## config.mk

```make
export PLATFORM = sky130hd
export DESIGN_NAME = toggle_bank
export DESIGN_NICKNAME = d
export VERILOG_FILES = /design/src/rtl/toggle_bank.sv
export SDC_FILE = /design/constraint.sdc
export NUM_CORES = 1
export LEC_CHECK = 0
export ABC_AREA = 1
export CAP_MARGIN = 30
export CELL_PAD_IN_SITES_DETAIL_PLACEMENT = 1
export CELL_PAD_IN_SITES_GLOBAL_PLACEMENT = 1
export CORE_ASPECT_RATIO = 1.2
export CORE_UTILIZATION = 45
export CTS_BUF_LIST = sky130_fd_sc_hd__clkbuf_8
export DETAILED_ROUTE_END_ITERATION = 6
export GPL_TIMING_DRIVEN = 0
export HOLD_SLACK_MARGIN = 0.06
export PLACE_DENSITY = 0.78
export SLEW_MARGIN = 40
export SYNTH_ARGS = -nofsm -noshare
export SYNTH_HDL_FRONTEND = slang
export SYNTH_SLANG_ARGS = --single-unit
```

## constraint.sdc

```tcl
create_clock -name clk -period 1.39 [get_ports clk]
set_input_delay 0.3475 -clock clk [delete_from_list [all_inputs] [get_ports clk]]
set_output_delay 0.3475 -clock clk [all_outputs]
set_load 0.01 [all_outputs]
```

## src/rtl/toggle_bank.sv

```systemverilog
// toggle_bank: a bank of independent toggle channels (LED-style).
// Each channel synchronizes an asynchronous request, debounces it, and
// inverts its output on a qualified event. MODE 1 qualifies on a debounced
// rising edge; MODE 0 qualifies on every cycle the debounced level is high.

module toggle_lane #(
    parameter int MODE            = 1,
    parameter int SYNC_STAGES     = 2,
    parameter int DEBOUNCE_CYCLES = 4
) (
    input  logic clk,
    input  logic rst,
    input  logic d,
    input  logic en,
    input  logic clr,
    output logic q,
    output logic tog
);
    localparam int              CW      = $clog2(DEBOUNCE_CYCLES) + 1;
    localparam logic [CW-1:0]   CNT_MAX = CW'(DEBOUNCE_CYCLES - 1);

    logic [SYNC_STAGES-1:0] sync;
    logic [CW-1:0]          cnt;
    logic                   s;
    logic                   db;
    logic                   rise;
    logic                   qual;
    logic                   flip;

    assign s = sync[SYNC_STAGES-1];

    // Input synchronizer chain; stage 0 takes the raw asynchronous request.
    always_ff @(posedge clk or negedge rst) begin
        if (!rst) sync <= '0;
        else      sync <= {sync[SYNC_STAGES-2:0], d};
    end

    // Debounce: db follows s only after DEBOUNCE_CYCLES consecutive
    // disagreeing cycles; any agreement restarts the count from zero.
    always_ff @(posedge clk or negedge rst) begin
        if (!rst) begin
            db  <= 1'b0;
            cnt <= '0;
        end else if (s == db) begin
            cnt <= '0;
        end else if (cnt == CNT_MAX) begin
            db  <= s;
            cnt <= '0;
        end else begin
            cnt <= cnt + CW'(1);
        end
    end

    // The edge at which db is about to go 0->1.
    assign rise = s && !db && (cnt == CNT_MAX);

    generate
        if (MODE == 1) begin : g_edge
            assign qual = rise;
        end else begin : g_level
            assign qual = db;
        end
    endgenerate

    // A suppressed (en low) or cleared event is dropped, never remembered.
    assign flip = qual && en && !clr;

    // Output state and one-cycle change marker; clr wins over everything.
    always_ff @(posedge clk or negedge rst) begin
        if (!rst) begin
            q   <= 1'b0;
            tog <= 1'b0;
        end else if (clr) begin
            q   <= 1'b0;
            tog <= 1'b0;
        end else begin
            q   <= q ^ flip;
            tog <= flip;
        end
    end
endmodule

module toggle_bank #(
    parameter int CHANNELS        = 5,
    parameter int MODE            = 1,
    parameter int SYNC_STAGES     = 2,
    parameter int DEBOUNCE_CYCLES = 4
) (
    input  logic                clk,
    input  logic                rst,
    input  logic [CHANNELS-1:0] d,
    input  logic                en,
    input  logic                clr,
    output logic [CHANNELS-1:0] q,
    output logic [CHANNELS-1:0] tog
);
    // One fully independent lane per channel; en/clr are shared.
    generate
        for (genvar i = 0; i < CHANNELS; i++) begin : g_lane
            toggle_lane #(
                .MODE            (MODE),
                .SYNC_STAGES     (SYNC_STAGES),
                .DEBOUNCE_CYCLES (DEBOUNCE_CYCLES)
            ) u_lane (
                .clk (clk),
                .rst (rst),
                .d   (d[i]),
                .en  (en),
                .clr (clr),
                .q   (q[i]),
                .tog (tog[i])
            );
        end
    endgenerate
endmodule
```

# Yosys cells after proc, flatten, opt, wreduce, memory -nomap -nowiden
# Index checks and enable logic that the tools add are counted.
[classes]
n_addsub = 5
n_eq_ne = 10
muxes = 20
bitwise_logic = 10
n_reduce_logical = 31
[ops]
columns = ["op", "count"]
rows = [
  ["$mux 3", 10],
  ["$logic_and 1x1->1", 20],
  ["$add 3x1->3 const B", 5],
  ["$eq 3x2->1 const B", 5],
  ["$mux 1", 10],
  ["$reduce_and 2->1", 5],
  ["$logic_not 1->1", 6],
  ["$eq 1x1->1", 5],
  ["$not 1->1", 5],
  ["$xor 1x1->1", 5],
]
[totals]
regBits = 40
inputBits = 9
elab_cells = 101

# Logic depth before layout (Yosys ltp)
# Gate-level depths: netlist of the first run.
[depth]
depth_word = 7
depth_mapped = 6
ltp_nobuf = 6

# Modules after synthesis
# From an unflattened synthesis of the first run, not the netlist that was laid out.
[unflattened]
hier_cells = 153
area_unflattened_um2 = 1641.6
[modules_own_cells]
columns = ["module", "n_inst", "cells_each", "area_each_um2", "seq_area_each_um2"]
rows = [
  ["toggle_lane at g_lane[1].u_lane ...", 4, 31, 327.8, 200.2],
  ["toggle_lane at g_lane[0].u_lane", 1, 29, 330.3, 200.2],
]

# Worst setup path before layout of the first run
# Ideal clock, no wire load.
[synth_timing]
kind = "reg2reg"
startpoint = "reg g_lane[3].u_lane.sync[1]"
endpoint = "reg g_lane[3].u_lane.db"
setup_ns = 0.121
arrival_time_ns = 0.919
required_ns = 1.269
setup_slack_ns = 0.350
stages_incl_launch_ff = 4
path_buffers = 0
period_less_slack_ns = 1.040
cell_sequence = "dfrtp_1 -> ha_1 -> nor3_1 -> o21ai_1"
[synth_between]
elab_chain_cells = 3
[synth_rtl]
columns = ["item", "line", "source"]
rows = [
  ["start: declaration", "22", "logic [SYNC_STAGES-1:0] sync;"],
  ["start signal: assignment", "35", "else sync <= {sync[SYNC_STAGES-2:0], d};"],
  ["$eq 1x1->1", "44", "end else if (s == db) begin"],
  ["$not 1->1 (no line)", "--", ""],
  ["$reduce_and 2->1 (no line)", "--", ""],
  ["end signal: assignment", "47", "db <= s;"],
  ["end: declaration", "25", "logic db;"],
]
# Several ways; a longest one is shown, not always the timed one.
# A chain may end at the register's enable or synchronous reset.

# Worst setup path after layout of the first run
[layout_timing]
startpoint = "reg g_lane[4].u_lane.tog"
endpoint = "out tog[4]"
[layout_lines]
columns = ["item", "line", "source"]
rows = [
  ["start: declaration", "17", "output logic tog"],
  ["start signal: assignment", "78", "tog <= flip;"],
  ["end: declaration", "95", "output logic [CHANNELS-1:0] tog"],
]
# No word-level cell between the ends.

==> results of run 1 <==
metal layers:
layer | part of all wire | vias up
met5 | 0 | -
met4 | 0.021 | 0
met3 | 0.034 | 6
met2 | 0.56 | 19
met1 | 0.38 | 535
li1 | - | 535
power groups by stage:
stage,logic (W),clock network (W),registers [W]
5_1_grt,0.000837,0.000736,0.00147
3_5_place_dp,0.000716,0,0.00148
4_1_cts,0.000724,0.000701,0.00145
2_1_floorplan,0.000508,0,0.00145
3_3_place_gp,0.000624,0,0.00146
6_report,0.000699,0.000671,0.00145
cell type report:
class,count,area (um2),share of cell area
clock buffers,5,68.8,0.0348
well taps,37,46.3,0.0234
flip-flops and latches,40,1000,0.507
plain buffers,10,75.1,0.0380
repair buffers,23,195,0.0988
inverters,30,113,0.0570
multi-input cells,76,477,0.241
final timing paths:
| path | slack (ns) | endpoint |
|---|---|---|
| min in group asynchronous | 0.59 | g_lane[0].u_lane.cnt[1] |
| max reg2reg | 0.19 | g_lane[3].u_lane.db |
| max | 0.04 | tog[4] |
| max in group asynchronous | 0.45 | g_lane[2].u_lane.tog |
| min | 0.35 | g_lane[1].u_lane.sync[1] |
| min reg2reg | 0.35 | g_lane[1].u_lane.sync[1] |
state kept, by name, indices dropped and copies added (netlist names):
name                cells
g_lane.u_lane.cnt      15
g_lane.u_lane.db        5
g_lane.u_lane.q         5
g_lane.u_lane.sync     10
g_lane.u_lane.tog       5
logic make-up (layout without fill, tap and decap cells):
kind of cell    count (synthesis)  count (layout)  synth area share
flops                          40              40             0.601
fa+ha+maj                      10              10            0.0751
simple gates                   52              52             0.162
compound gates                 14              14            0.0496
buf+inv                        40              68             0.113
stage by stage:
stage	hold WS (ns)	cells	util	worst slack [ns]	total power [W]
global route	0.355	221	0.577	0.00314	0.00304
CTS	0.354	221	0.581	0.00495	0.00288
global placement	0.332	211	0.552	-0.933	0.00208
finish	0.350	221	0.577	0.0408	0.00282
detailed placement	0.338	211	0.552	-0.0150	0.00219
floorplan	0.0519	156	-	0.350	0.00195
what timing repair did:
| item | CTS | global route |
|---|---|---|
| setup endpoints to repair | 10 | 3 |
| resized for setup | 22 | 3 |
| hold buffers | 1 | 0 |
| hold endpoints to repair | 40 | 0 |
| setup buffers | 4 | 0 |
Yosys cell counts:
master and count:
nand4_1 4, nor2_1 10, nand3_1 1, ha_1 10, nand3_2 4, inv_2 9
nand2_4 1, nand2_1 15, nor2_2 5, inv_1 21, buf_4 10, o21bai_1 5
nand3b_1 1, dfrtp_1 40, nor3_1 11, o21ai_1 9
==> impl_metrics.json, run 1 <==
{
  "drt_pass1_iterations": 6,
  "cp_cell_sequence": "buf_4 -> clkdlybuf4s15_1",
  "crit_family": "flip-flops",
  "p_per_area_nw_per_um2": 1430,
  "outcome": "finished with violations",
  "cp_data_required_time_ns": 1.04,
  "die_w_um": 57.5,
  "maxCapViolCount": 0,
  "hp-class": "flop to flop",
  "finalInstanceArea_um2": 1980,
  "grt_pass1_vias": 1234,
  "h-tree-depth": 2,
  "met2_usage": 0.353,
  "clkTransAtPathRegs_ns": 0.07,
  "synth.net_count": 175,
  "synthesis.area_um2": 1670,
  "setup-tns-final_ns": 0,
  "use_met3": 0.0541,
  "crit_buf_inv": 2,
  "clock_power_share": 0.238,
  "maxSlewHeadroom": 0.659,
  "seqPwrFrac": 0.514,
  "synth_area_leader_cell": "dfrtp_1",
  "min_path_cells": 0,
  "drc": 2,
  "ys_seq_elements": 40,
  "die_y_um": 68.6,
  "synth_top_area_frac": 0.601,
  "ys_seq_area_frac": 0.601,
  "ios": 19,
  "path_depth": 2,
  "fin_skew_ns": 0.00262,
  "switchingPower_w": 0.000849,
  "critPathLaunchType": "flop",
  "sw_frac_of_total": 0.301,
  "p_leak_nw": 0.989,
  "pwr-share-comb": 0.248,
  "mostFrequentLayoutCell": "dfrtp_1",
  "clk_latency_ns": 0.28,
  "tightest_slew_ns": 0.512,
  "synth_area_leaders": "dfrtp_1, ha_1, inv_1",
  "num_antenna_cells": 0,
  "maxClockFrequency_ghz": 0.741,
  "grt_pass1_wl_mm": 5.38,
  "final.period_utilization": 0.971,
  "via_count": 1095,
  "io_buffer_count": 18,
  "nets": 205,
  "rows": 23,
  "arrival_ns": 1.00,
  "routedWlPerCell_um": 13.9,
  "power.internal_w": 0.00197,
  "cts-root-buf": "clkbuf_8",
  "cts.sinks": 40,
  "end_kind": "output pin",
  "cts_tree": "yes",
  "post-dp-hpwl_mm": 2.32,
  "busiest_layer": "met2",
  "synth_area_per_cell_um2": 10.7,
  "crit_path_start": "g_lane[4].u_lane.tog",
  "grt_remaining_overflow": 0,
  "layout.cells.most_common_list": "dfrtp_1, inv_1, buf_4",
  "hold_viol_final": 0,
  "postRouteAntennaNets": 0,
  "syn2layout_area_growth_pct": 18.6,
  "nFillCells": 389,
  "grtUsageMet1": 0.194,
  "hold_start": "g_lane[1].u_lane.sync[0]",
  "place_congestion": 0.719,
  "vdd_drop_max_uv": 823,
  "grt_setup_unrepaired": "false",
  "wl_mm": 3.08,
  "vias_per_cell": 4.95,
  "drtIter0Drc": 30,
  "start_util": 0.486,
  "post-route-min-period_ns": 1.35,
  "yosysWarnings": 0,
  "coreArea_um2": 3420,
  "grt_max_degree": 41,
  "critPathKind": "flop to output pin",
  "slowest_stage": "dfrtp_1",
  "drive_gt1_frac": 0.239,
  "cpPeakStageDelay_ns": 0.37,
  "dieArea_um2": 3950,
  "reg2reg_depth": 4,
  "placed_cell_area_um2": 1890,
  "finalSetupViolCount": 0,
  "cts-root-to-sink-buffers": 2,
  "synth_cells": 156,
  "violations": "design-rule violations",
  "numCtsBuffers": 5,
  "slew_violations": 0,
  "worst-path-max-fanout": 1,
  "r2r_start": "g_lane[3].u_lane.db",
  "synth_cell_types": 16,
  "grt_antenna_before_repair": 0,
  "grt_util_all_layers": 0.190
}
Note: power is estimated with default switching activity, not from simulation.
==> run 2, diff against run 1 <==
- REMOVE_ABC_BUFFERS: unset -> 1
==> impl_metrics.json, run 2 (synthesis gave the netlist of run 1 again) <==
{
  "vias_per_cell": 5.03,
  "critPathKind": "flop to output pin",
  "report.power.total_w": 0.00287,
  "tightest_slew_ns": 0.498,
  "clock_power_share": 0.263,
  "wl_mm": 2.85,
  "pwr-share-comb": 0.233,
  "mostFrequentLayoutCell": "dfrtp_1",
  "post-route-min-period_ns": 1.33,
  "hold_viol_final": 0,
  "p_leak_nw": 0.964,
  "top_register": "g_lane.u_lane.cnt",
  "nets": 191,
  "drtIter0Drc": 15,
  "crit_end": "q[3]",
  "clk_latency_ns": 0.28,
  "p_per_area_nw_per_um2": 1510,
  "reg2reg_depth": 3,
  "end_kind": "output pin",
  "grt_setup_unrepaired": "false",
  "maxCapViolCount": 0,
  "start_util": 0.486,
  "cts_tree": "yes",
  "drt_pass1_iterations": 4,
  "num_antenna_cells": 0,
  "sw_frac_of_total": 0.296,
  "top_regs": "g_lane.u_lane.cnt (15), g_lane.u_lane.sync (10)",
  "critPathLaunchType": "flop",
  "h-tree-depth": 2,
  "io_buffer_count": 18,
  "final.period_utilization": 0.956,
  "outcome": "complete, no violations",
  "cts-root-to-sink-buffers": 2,
  "r2r_start": "g_lane[3].u_lane.sync[1]",
  "fin_skew_ns": 0.00494,
  "grt_antenna_before_repair": 0,
  "ios": 19,
  "routedWlPerCell_um": 13.6,
  "place_congestion": 0.724,
  "die_w_um": 57.5,
  "path_depth": 1,
  "grt_util_all_layers": 0.168,
  "numCtsBuffers": 5,
  "slowest_stage": "dfrtp_1",
  "postRouteAntennaNets": 0,
  "grt_max_degree": 41,
  "clkTransAtPathRegs_ns": 0.07,
  "worst-path-max-fanout": 3,
  "cts_setup_buffers": 0,
  "largest_reg_flops": 15,
  "arrival_ns": 0.98,
  "grt_pass1_wl_mm": 4.88,
  "finalSetupViolCount": 0,
  "min_path_cells": 0,
  "cts.sinks": 40,
  "switchingPower_w": 0.000849,
  "syn2layout_area_growth_pct": 14.2,
  "power.internal_w": 0.00202,
  "coreArea_um2": 3420,
  "crit_buf_inv": 1,
  "hp-class": "flop to flop",
  "grt_remaining_overflow": 0,
  "vdd_drop_max_uv": 722,
  "die_y_um": 68.6,
  "rrSetupSlack_ns": 0.26,
  "layout.cells.most_common_list": "dfrtp_1, inv_1, nand2_1",
  "cpPeakStageDelay_ns": 0.40,
  "dieArea_um2": 3950,
  "rows": 23,
  "seqPwrFrac": 0.504,
  "drive_gt1_frac": 0.150,
  "grt_pass1_vias": 1146,
  "setup-tns-final_ns": 0,
  "post-dp-hpwl_mm": 2.14,
  "maxClockFrequency_ghz": 0.753,
  "via_count": 1057,
  "maxSlewHeadroom": 0.668,
  "cp_cell_sequence": "dlygate4sd2_1",
  "drc": 0,
  "cts-root-buf": "clkbuf_8",
  "reg2reg_to": "g_lane[3].u_lane.db",
  "crit_family": "flip-flops",
  "cp_data_required_time_ns": 1.04,
  "crit_path_start": "g_lane[3].u_lane.q",
  "slew_violations": 0
}
-- run 2: metrics by stage --
stage          utilization  setup WS (ns)  area, um2  hold WS, ns  std cells
3_5_place_dp         0.530        -0.0413       1810        0.338        201
5_1_grt              0.555         0.0231       1900        0.356        210
3_3_place_gp         0.531         -0.958       1820        0.332        201
6_report             0.555         0.0618       1900        0.351        210
4_1_cts              0.555         0.0427       1900        0.355        210
2_1_floorplan            -          0.350       1590       0.0519        146
-- run 2: how the worst min path moves through the flow --
stage	start	to	slack, ns
finish	g_lane[2].u_lane.sync[0]	g_lane[2].u_lane.sync[1]	0.35
global route	g_lane[2].u_lane.sync[0]	g_lane[2].u_lane.sync[1]	0.36
CTS	g_lane[1].u_lane.sync[0]	g_lane[1].u_lane.sync[1]	0.36
detailed placement	g_lane[2].u_lane.sync[0]	g_lane[2].u_lane.sync[1]	0.34
global placement	g_lane[3].u_lane.sync[0]	g_lane[3].u_lane.sync[1]	0.33
floorplan	rst	g_lane[0].u_lane.cnt[0]	0.05
-- run 2: final cells by class --
type | instances | area (um2)
Clock buffer | 6 | 82.6
Clock inverter | 2 | 7.51
Fill cell | 372 | 1520
Inverter | 30 | 113
Multi-Input combinational cell | 76 | 477
Sequential cell | 40 | 1000
Tap cell | 37 | 46.3
Timing Repair Buffer | 19 | 175
-- run 2: metal layers --
layer	up-vias	global-route usage	routed length, um
met5	-	0	0
met3	2	0.0448	93
met2	18	0.323	1590
met4	0	0.0732	23
li1	513	-	-
met1	524	0.171	1150
-- run 2: power by group through the flow --
stage                     clock network (W)  registers, W  logic, W
after detailed placement                  0       0.00147  0.000687
after global routing               0.000825       0.00147  0.000799
final                              0.000755       0.00145  0.000668
after CTS                          0.000792       0.00145  0.000685
after floorplan                           0       0.00145  0.000489
after global placement                    0       0.00146  0.000615
-- run 2: worst register-to-register path: cells and delay by family (launching register included) --
kind | cells | cell delay [ns]
compound gates | 1 | 0.08
flops | 1 | 0.39
simple gates | 1 | 0.21
fa+ha+maj | 1 | 0.34
-- run 2: repair_timing --
item / in CTS / in global routing
gates resized for setup: 10 / 0
hold buffers: 1 / 0
endpoints found under the hold margin: 40 / 0
endpoints found under the setup margin: 10 / 0
